<file path="config.mk">
export PLATFORM = sky130hd
export DESIGN_NAME = ext_interrupt_debouncer_multi
export DESIGN_NICKNAME = d
export VERILOG_FILES = /design/src/rtl/ext_interrupt_debouncer_multi.sv
export SDC_FILE = /design/constraint.sdc
export NUM_CORES = 1
export LEC_CHECK = 0
export BUFFER_PORTS_ARGS = -buffer_cell sky130_fd_sc_hd__buf_2
export CORE_UTILIZATION = 57
export CTS_BUF_LIST = sky130_fd_sc_hd__clkbuf_16
export CTS_CLUSTER_DIAMETER = 150
export DETAILED_ROUTE_END_ITERATION = 10
export GPL_TIMING_DRIVEN = 1
export MAX_ROUTING_LAYER = met4
export PLACE_DENSITY_LB_ADDON = 0.25
export SKIP_LAST_GASP = 1
export SYNTH_ARGS = -nofsm -noshare
export SYNTH_HDL_FRONTEND = slang
export SYNTH_SLANG_ARGS = --single-unit
</file>
<file path="constraint.sdc">
create_clock -name i_clk_20mhz -period 2.7 [get_ports i_clk_20mhz]
set_input_delay 0.27 -clock i_clk_20mhz [delete_from_list [all_inputs] [get_ports i_clk_20mhz]]
set_output_delay 0.27 -clock i_clk_20mhz [all_outputs]
set_load 0.03 [all_outputs]
</file>
<file path="src/rtl/ext_interrupt_debouncer_multi.sv">
// ext_interrupt_debouncer_multi
//   Synchronises and debounces CHANNELS independent external interrupt lines.
//   Each line has its own polarity, assert qualification time and deassert
//   qualification time. The block produces a registered debounced level, one-cycle
//   rise/fall pulses and a sticky pending flag that is cleared by an ack.
//
// Ports
//   i_clk_20mhz   in   1         system clock
//   i_rst_20mhz   in   1         asynchronous active-low reset
//   ei_interrupt  in   CHANNELS  raw interrupt pins, asynchronous to the clock
//   i_ack         in   CHANNELS  clears the matching o_pending bit
//   o_int_deb     out  CHANNELS  debounced, polarity-normalised level (1 = active)
//   o_int_rise    out  CHANNELS  one-cycle pulse on a 0->1 edge of o_int_deb
//   o_int_fall    out  CHANNELS  one-cycle pulse on a 1->0 edge of o_int_deb
//   o_pending     out  CHANNELS  sticky flag: set by a rise, cleared by i_ack
//   o_any_pending out  1         OR of o_pending, cycle-aligned with it
//
// Per-channel FSM (Gray encoded)
//   state    | meaning
//   IDLE     | output inactive, normalised input low
//   QUAL_HI  | output inactive, counting consecutive high samples
//   ASSERTED | output active, normalised input high
//   QUAL_LO  | output active, counting consecutive low samples
module ext_interrupt_debouncer_multi #(
  parameter int                  CHANNELS    = 2,
  parameter int                  SYNC_STAGES = 2,
  parameter int                  T_ASSERT    = 20,
  parameter int                  T_DEASSERT  = 20,
  parameter logic [CHANNELS-1:0] INVERT_MASK = '0
) (
  input  logic                i_clk_20mhz,
  input  logic                i_rst_20mhz,
  input  logic [CHANNELS-1:0] ei_interrupt,
  input  logic [CHANNELS-1:0] i_ack,
  output logic [CHANNELS-1:0] o_int_deb,
  output logic [CHANNELS-1:0] o_int_rise,
  output logic [CHANNELS-1:0] o_int_fall,
  output logic [CHANNELS-1:0] o_pending,
  output logic                o_any_pending
);

  localparam int T_MAX = (T_ASSERT > T_DEASSERT) ? T_ASSERT : T_DEASSERT;
  localparam int TW    = $clog2(T_MAX + 1);

  // The entry sample counts as sample 1 while the timer restarts at 0, so the
  // timer holds (samples seen - 1). The last qualifying sample arrives when the
  // timer already reads T-2.
  localparam logic [TW-1:0] HI_LAST   = TW'((T_ASSERT   >= 2) ? T_ASSERT   - 2 : 0);
  localparam logic [TW-1:0] LO_LAST   = TW'((T_DEASSERT >= 2) ? T_DEASSERT - 2 : 0);
  localparam logic [TW-1:0] TIMER_SAT = {TW{1'b1}};

  localparam logic [1:0] ST_IDLE     = 2'b00;
  localparam logic [1:0] ST_QUAL_HI  = 2'b01;
  localparam logic [1:0] ST_ASSERTED = 2'b11;
  localparam logic [1:0] ST_QUAL_LO  = 2'b10;

  logic [SYNC_STAGES-1:0] sync_q  [CHANNELS];
  logic [1:0]             state_q [CHANNELS];
  logic [1:0]             state_d [CHANNELS];
  logic [TW-1:0]          timer_q [CHANNELS];
  logic [TW-1:0]          timer_d [CHANNELS];

  logic [CHANNELS-1:0] norm;
  logic [CHANNELS-1:0] deb_d;
  logic [CHANNELS-1:0] pending_d;

  // Synchronisers reset to the idle pin level so the normalised level is 0
  // and no qualification starts when reset is released.
  always_ff @(posedge i_clk_20mhz or negedge i_rst_20mhz) begin
    if (!i_rst_20mhz) begin
      for (int c = 0; c < CHANNELS; c++) begin
        sync_q[c] <= {SYNC_STAGES{INVERT_MASK[c]}};
      end
    end else begin
      for (int c = 0; c < CHANNELS; c++) begin
        sync_q[c] <= {sync_q[c][SYNC_STAGES-2:0], ei_interrupt[c]};
      end
    end
  end

  always_comb begin
    norm  = '0;
    deb_d = '0;
    for (int c = 0; c < CHANNELS; c++) begin
      norm[c]    = sync_q[c][SYNC_STAGES-1] ^ INVERT_MASK[c];
      state_d[c] = state_q[c];
      timer_d[c] = timer_q[c];

      case (state_q[c])
        ST_IDLE: begin
          if (norm[c]) begin
            state_d[c] = (T_ASSERT == 1) ? ST_ASSERTED : ST_QUAL_HI;
          end
        end
        ST_QUAL_HI: begin
          if (!norm[c]) begin
            state_d[c] = ST_IDLE;
          end else if (timer_q[c] >= HI_LAST) begin
            state_d[c] = ST_ASSERTED;
          end
        end
        ST_ASSERTED: begin
          if (!norm[c]) begin
            state_d[c] = (T_DEASSERT == 1) ? ST_IDLE : ST_QUAL_LO;
          end
        end
        ST_QUAL_LO: begin
          if (norm[c]) begin
            state_d[c] = ST_ASSERTED;
          end else if (timer_q[c] >= LO_LAST) begin
            state_d[c] = ST_IDLE;
          end
        end
        default: state_d[c] = ST_IDLE;
      endcase

      if (state_d[c] != state_q[c]) begin
        timer_d[c] = '0;
      end else if (((state_q[c] == ST_QUAL_HI) || (state_q[c] == ST_QUAL_LO)) &&
                   (timer_q[c] != TIMER_SAT)) begin
        timer_d[c] = timer_q[c] + TW'(1);
      end

      // With this Gray assignment bit 1 is exactly the debounced level.
      deb_d[c] = state_d[c][1];
    end
  end

  // A rise pulse takes priority over a simultaneous ack.
  assign pending_d = o_int_rise | (o_pending & ~i_ack);

  always_ff @(posedge i_clk_20mhz or negedge i_rst_20mhz) begin
    if (!i_rst_20mhz) begin
      for (int c = 0; c < CHANNELS; c++) begin
        state_q[c] <= ST_IDLE;
        timer_q[c] <= '0;
      end
      o_int_deb     <= '0;
      o_int_rise    <= '0;
      o_int_fall    <= '0;
      o_pending     <= '0;
      o_any_pending <= 1'b0;
    end else begin
      for (int c = 0; c < CHANNELS; c++) begin
        state_q[c] <= state_d[c];
        timer_q[c] <= timer_d[c];
      end
      o_int_deb     <= deb_d;
      o_int_rise    <= deb_d & ~o_int_deb;
      o_int_fall    <= ~deb_d & o_int_deb;
      o_pending     <= pending_d;
      o_any_pending <= |pending_d;
    end
  end

endmodule

</file>
# After elaboration in Yosys (flattened, before gate mapping)

Index checks and enable logic that the tools add are counted.

Register bits after elaboration: 27
Bits in latches: 0
Bits in writable memories: 0
Bits in read-only memories: 0
Bits of input ports: 6
Output and inout port bits: 9
Word-level logic and storage cells: 59
Memories kept: 0

$add $sub $neg: 2
$mul: 0
Div/mod/pow operators: 0
Order comparisons: 2
Equal/unequal tests: 10
Shift-type cells: 0
Muxes and demuxes: 18
Bitwise operators: 7
Reductions and logical operators: 9

Operator list:

| cell                                                                   | number |
|---|---|
| 2-bit 2-to-1 mux                                                       | 12 |
| 5-bit 2-to-1 mux                                                       | 4 |
| 2-bit case mux with 4 select lines                                     | 2 |
| 5-bit by 1-bit adder with 5-bit output (second input constant)         | 2 |
| 5-bit >= comparator (second input constant)                            | 2 |
| 5-bit != test (second input constant)                                  | 2 |
| 2-bit equality test (second input constant)                            | 4 |
| 2-bit AND                                                              | 3 |
| 2-bit NOT                                                              | 3 |
| 2-bit by 1-bit equality test with 1-bit output (second input constant) | 2 |
| 2-bit zero test                                                        | 2 |
| 2-bit != test                                                          | 2 |
| 2-bit nonzero test                                                     | 2 |
| 1-bit logical AND                                                      | 2 |
| 1-bit logical OR                                                       | 2 |
| 2-bit bitwise OR                                                       | 1 |
| 2-bit OR reduction                                                     | 1 |

# Logic depth before layout (Yosys ltp)

Gate-level depths: netlist of the first run.

Depth after elaboration: 6
Depth in mapped cells: 9
Depth with buffers taken out: 9

# Worst setup path before layout of the first run

No wires, ideal clock.

Path kind: register -> register
Start: reg timer_q[5] (netlist name)
End: reg timer_q[6] (netlist name)
Setup time: 0.094 ns
Arrival: 2.049 ns
Data required time: 2.606 ns
Path slack: 0.557 ns
Stages on the path, launching flop included: 10
Buffers on the path: 0
Clock period less this slack: 2.143 ns
Cells stage by stage: dfrtp_1 inv_1 ha_1 o41a_1 o21ai_1 nand2b_1 a311o_1 ha_1 o211ai_2 a211oi_1

Cells in the longest elaborated chain, start to end: 6
Elaborated cells between the ends (all ways): 13
Those cells by class: add/sub: 1; order compare: 1; eq/ne: 2; mux: 7; reduce/logical: 2

RTL lines:

| item                                                          | RTL line | source |
|---|---|---|
| start, declared                                               | 60       | `logic [TW-1:0] timer_q [CHANNELS];` |
| start signal, assigned by index                               | 146      | `timer_q[c] <= timer_d[c];` |
| 5-bit >= comparator (*)                                       | 98, 110  |  |
| 2-bit 2-to-1 mux (on tied branches)                           | 110, 98  |  |
| 2-bit 2-to-1 mux (on tied branches)                           | 108, 96  |  |
| 2-bit case mux with 4 select lines (*)                        | 89       | `case (state_q[c])` |
| named net deb_d[0]                                            | 64       | `logic [CHANNELS-1:0] deb_d;` |
| 2-bit != test (*)                                             | 117      | `if (state_d[c] != state_q[c]) begin` |
| 5-bit 2-to-1 mux / 2-bit nonzero test (equally long branches) | n/a      |  |

The timed path passes the listed nets; every way through them passes the cells marked *. The select of a mux whose other input is x is not followed.
A chain may end at the register's enable or synchronous reset.

# Worst setup path in the final report of the first run

Ends and elaborated chain as after synthesis.

==> results of run 1 <==
-- worst paths after layout --
check / cells past startpoint / endpoint
worst max register to register: 9 / timer_q[6]
max in group asynchronous: 1 / timer_q[3]
worst min-delay path: 1 / norm[0]
min in group i_clk_20mhz: 1 / sync_q[0]
worst max-delay path: 9 / timer_q[6]
worst min register to register: 0 / norm[1]
-- registers in the layout (all words and copies together) (netlist names) --
signal         flops
o_int_deb          2
timer_q           10
state_q            2
sync_q             2
o_int_fall         2
o_pending          2
o_any_pending      1
norm               2
o_int_rise         2
-- kinds of logic after synthesis --
group	Yosys count	synth area share (%)
buf+inv	13	4.00
fa+ha+maj	18	16.0
mux	4	2.84
flops	25	44.4
xor+xnor	6	3.73
simple gates	36	13.7
compound gates	27	15.3
-- cell usage in the layout, fill, tap and decap left out, types with 3 or more instances in the layout --
cell type and count:
nor2_1 10, buf_2 14, clkbuf_16 3, nor3_1 4, inv_1 10, nand3_1 3
ha_1 18, a21oi_1 5, nand2_1 5, dfrtp_1 25, o21ai_0 3, mux2i_1 4
xnor2_1 4
-- layer usage --
metal	wire, um	track usage [%]	up-vias
li1	-	-	486
met1	1100	26.7	470
met2	1180	37.7	18
met3	88	7.02	2
met4	12	4.50	0
met5	0	-	-
-- through the flow --
stage,util (%),setup WS [ns],hold slack [ns],area (um^2),power [mW]
3_3_place_gp,65.6,0.402,0.280,1490,0.918
6_report,69.3,0.372,-0.0204,1580,1.27
2_1_floorplan,-,0.557,-0.0256,1410,0.843
3_5_place_dp,65.6,0.385,0.281,1490,0.934
5_1_grt,69.3,0.166,0.0271,1580,1.36
4_1_cts,69.3,0.360,0.00485,1580,1.27
-- power by group through the flow --
stage | clock [mW] | combinational, mW | sequential [mW]
2_1_floorplan | 0 | 0.343 | 0.500
3_3_place_gp | 0 | 0.403 | 0.515
3_5_place_dp | 0 | 0.417 | 0.517
4_1_cts | 0.339 | 0.421 | 0.512
5_1_grt | 0.357 | 0.482 | 0.525
6_report | 0.334 | 0.420 | 0.513
-- layout make-up --
cell class | instances | area [um^2] | share of cell area [%]
multi-input combinational | 91 | 726 | 46.0
clock buffer | 3 | 75.1 | 4.76
timing repair buffer | 14 | 70.1 | 4.44
tap | 28 | 35.0 | 2.22
inverter | 10 | 37.5 | 2.38
clock inverter | 1 | 7.51 | 0.476
sequential | 25 | 626 | 39.7
==> metrics.cfg, run 1 <==
[cts]
cts_tree=built
cts-htree-levels=1
cts-hold-fix-buffers=0
cts_setup_buffers=0
cts_root_buf=clkbuf_16
clock_path_buffers=2
clock_latency_ns=0.26
cts.sink_count=25
cts_buffers=3
clk_pin_slew_ns=0.07
cts-resized-gates=0

[place]
io_buffer_count=14
post-place-cells=168
place.gp.congestion=0.867
dp_hpwl_um=1690

[floorplan]
num_io_pins=15
die_area_um2=2670
die_w_um=51.7
coreArea_um2=2280
rows=17
die_height_um=51.7
start_util_pct=61.8

[critical_path]
r2r_setup_slack_ns=0.37
worst_setup_path_end_kind=register
path_buf_inv=1
crit_required_ns=2.87
cp_max_fo=5
cp-startpoint=timer_q[5]
critPathTopFamily=compound AO/OA/AOI/OAI gates
timing.rr.start=timer_q[5]
setup.worst_path.class=register to register
path_cells=inv_1, ha_1, o41a_1, o21ai_1, nand2b_1, a311o_1, ha_1, o211ai_2, a211oi_1
crit_slowest_cell=dfrtp_1
cp_slowest_stage_delay_ns=0.40
critPathMostFrequentCell=ha_1
worstPathArrival_ns=2.50
crit_path_start_kind=register

[run_status]
violations=hold timing
outcome=complete, but fails checks

[synth]
synth_nets=153
ys_top_cells_by_count=dfrtp_1, ha_1, inv_1, nor2_1
seq_area_frac_synth_pct=44.4
yosys.area.top_type=dfrtp_1
avgSynthCellArea_um2=10.9
ys_warn_count=0
synth_edf_count=0
synth_seq_cells=25
synth_area_leaders=dfrtp_1, ha_1, mux2i_1, inv_1, nor2_1
synth-async-reset-ratio_pct=100
synth_cell_types=42
synth.top_cell.area_share_pct=44.4
syn-cell-area_um2=1410
postSynthCellCount=129
synth_ff_type=dfrtp_1
synth.most_common_cell=dfrtp_1

[timing]
finalHoldViolations=25
fin_crit_sh_pct=86.2
tns_ns=0
fin_worst_skew_ns=0.00775
min_period_ns=2.33
worst_slew_pin_slew_ns=0.534
grt_setup_unrepaired=false
slew_viol_final=0
holdWs_ns=-0.0204
timing.fmax_mhz=430
finalSetupViolCount=0
slew_headroom_pct=64.4

[pwr]
p_leak_nw=0.817
power.share.sequential_pct=40.5
switchingPower_uw=457
p_int_uw=811
powerDensity_nw_per_um2=804
comb_power_share_pct=33.1
power_frac_clock_pct=26.4
switching_share_pct=36.0
ir_worst_vdd_uv=598

[drt]
detail_route.iter0.violations=16
drtAntennaViolNets=0
drc=0
routedWlPerCell_um=13.9
viasPerCell=5.67
via_count=976
wl_um=2390
dr.pass1.iters=4

[cells_and_area]
fin_cells=172
nets=169
layout-drive-gt1-share_pct=18.1
areaGrowthSynthToFinish_pct=12.0
fillers=161
antenna_cells=0

[global_route]
grt_pass1_wl_um=4260
overflow=0
grt_max_degree=26
global_route.usage.total_pct=22.5
antenna_found_initial=0
grt_pass1_vias=995

[worst_hold_path]
hold_path_class=input port to asynchronous set/reset pin

[flow_run]
max-cap-violations=0

Note: power is estimated with default switching activity, not from simulation.
==> run 2: changes to the inputs <==
- CORE_MARGIN: default -> 2
- CORE_UTILIZATION: 57 -> 45
- RECOVER_POWER: default -> 25
==> run 2 against run 1 <==
  * Global-route usage shrank 7.7 points
  * Combinational power shrank 2%
  * Clock skew shrank 0.0071 ns
  * Utilization shrank 17 points
  * The flow now finishes without violations
  * Largest cell class unchanged
  * Cell count grew 2.9%
  * Clock power shrank 5%
  * Hold slack gained 0.14 ns
  * Die area grew 34%
  * Via count grew 0.61%
  * Largest power group unchanged
  * Sequential power is essentially flat
  * Critical path type unchanged
==> metrics.cfg, run 2 (synthesis results as in run 1) <==
[place]
place.gp.congestion=0.757
dpl-instance-area_um2=1500
io_buffer_count=14
dpl_worst_slack_ns=0.359
dp_hpwl_um=1680
post-place-cells=173

[global_route]
grt_pass1_vias=900
grt_pass1_wl_um=3850
overflow=0
global_route.usage.total_pct=14.7
grt_max_degree=26
antenna_found_initial=0

[cells_and_area]
largest_reg_flops=10
layout-drive-gt1-share_pct=16.7
fin_cells=177
areaGrowthSynthToFinish_pct=12.1
antenna_cells=0
max_flop_register=timer_q
final_common_cell=dfrtp_1
utilization_pct=52.5
nets=169
fillers=269
final_cell_mix=dfrtp_1, ha_1, buf_2
final_design_area_no_fill_um2=1580

[cts]
cts_root_buf=clkbuf_16
cts.sink_count=25
cts_tree=built
cts-hold-fix-buffers=0
cts_setup_buffers=0
cts_buffers=3
clock_path_buffers=2
cts-resized-gates=0
cts-htree-levels=1
clock_latency_ns=0.25
clk_pin_slew_ns=0.06

[critical_path]
r2r-end=timer_q[6]
crit_required_ns=2.86
timing.rr.start=timer_q[5]
worst_setup_path_end_kind=register
crit_path_start_kind=register
r2r_setup_slack_ns=0.35
cp_max_fo=5
setup.worst_path.class=register to register
worstPathArrival_ns=2.51
rr_worst_depth=9

[drt]
route.met2.wl_um=1080
viasPerCell=5.55
wl_met1_um=1020
routedWlPerCell_um=12.7
detail_route.iter0.violations=33
wl_met3_um=137
wl_um=2240
via_count=982
dr.pass1.iters=4
drtAntennaViolNets=0
top_layer_used=met4
drc=0

[worst_hold_path]
worstHoldEndpoint=sync_q[2]
min_delay_path_depth=1
worstHoldStart=ei_interrupt[0]
hold_path_class=input port to register

[timing]
min_period_ns=2.35
tns_ns=0
timing.fmax_mhz=426
fin_crit_sh_pct=86.9
slew_headroom_pct=13.9
fin_worst_skew_ns=0.000625
worst_slew_pin_slew_ns=1.29
holdWs_ns=0.119
finalWorstSetupSlack_ns=0.352
slew_viol_final=0
finalHoldViolations=0
grt_setup_unrepaired=false
finalSetupViolCount=0

[floorplan]
coreArea_um2=3000
start_util_pct=46.9
die_area_um2=3590
die_w_um=59.9
num_io_pins=15
die_height_um=59.9
rows=20

[pwr]
powerDensity_nw_per_um2=785
p_leak_nw=0.820
finalPower_mw=1.24
ir_worst_vdd_uv=308

[flow_run]
max-cap-violations=0

[run_status]
outcome=complete, no violations

==> run 2: cell types whose count changed in the layout (fill, tap and decap cells not counted) <==
cell | before | now
buf_2 | 14 | 13
clkbuf_1 | 0 | 1
clkinvlp_4 | 1 | 0
inv_1 | 10 | 11
==> run 2: report_power, final <==
| part | switching (mW) | internal (mW) | total (mW) |
|---|---|---|---|
| Combinational | 0.235 | 0.177 | 0.412 |
| Sequential | 0.0795 | 0.432 | 0.511 |
| Clock | 0.118 | 0.198 | 0.316 |
==> run 2: cell type report <==
type	count	area, um^2	share of cell area (%)
well taps	33	41.3	2.62
inverters	10	37.5	2.38
multi-input cells	91	726	46.0
clock inverters	1	3.75	0.238
clock buffers	3	75.1	4.76
repair buffers	14	68.8	4.36
flip-flops and latches	25	626	39.7
==> run 2: worst max path at each step <==
stage | from | to | slack [ns] | cells past startpoint
global placement | timer_q[5] | timer_q[6] | 0.41 | 9
floorplan | timer_q[5] | timer_q[6] | 0.56 | 9
global route | timer_q[5] | timer_q[6] | 0.15 | 9
detailed placement | timer_q[5] | timer_q[6] | 0.36 | 9
finish | timer_q[5] | timer_q[6] | 0.35 | 9
CTS | timer_q[5] | timer_q[6] | 0.34 | 9
==> run 2: critical path, stage by stage, from the launching register on <==
cell      delay [ns]
dfrtp_1         0.40
inv_1           0.06
ha_1            0.20
o41a_1          0.35
o21ai_1         0.14
nand2b_1        0.09
a311o_1         0.37
ha_1            0.30
o211ai_2        0.13
a211oi_1        0.21
==> run 2: layer usage <==
layer  GRT usage [%]  vias up
met2            23.6       30
li1                -      486
met1            17.9      464
met3            5.41        2
met5               -        -
met4            2.86        0
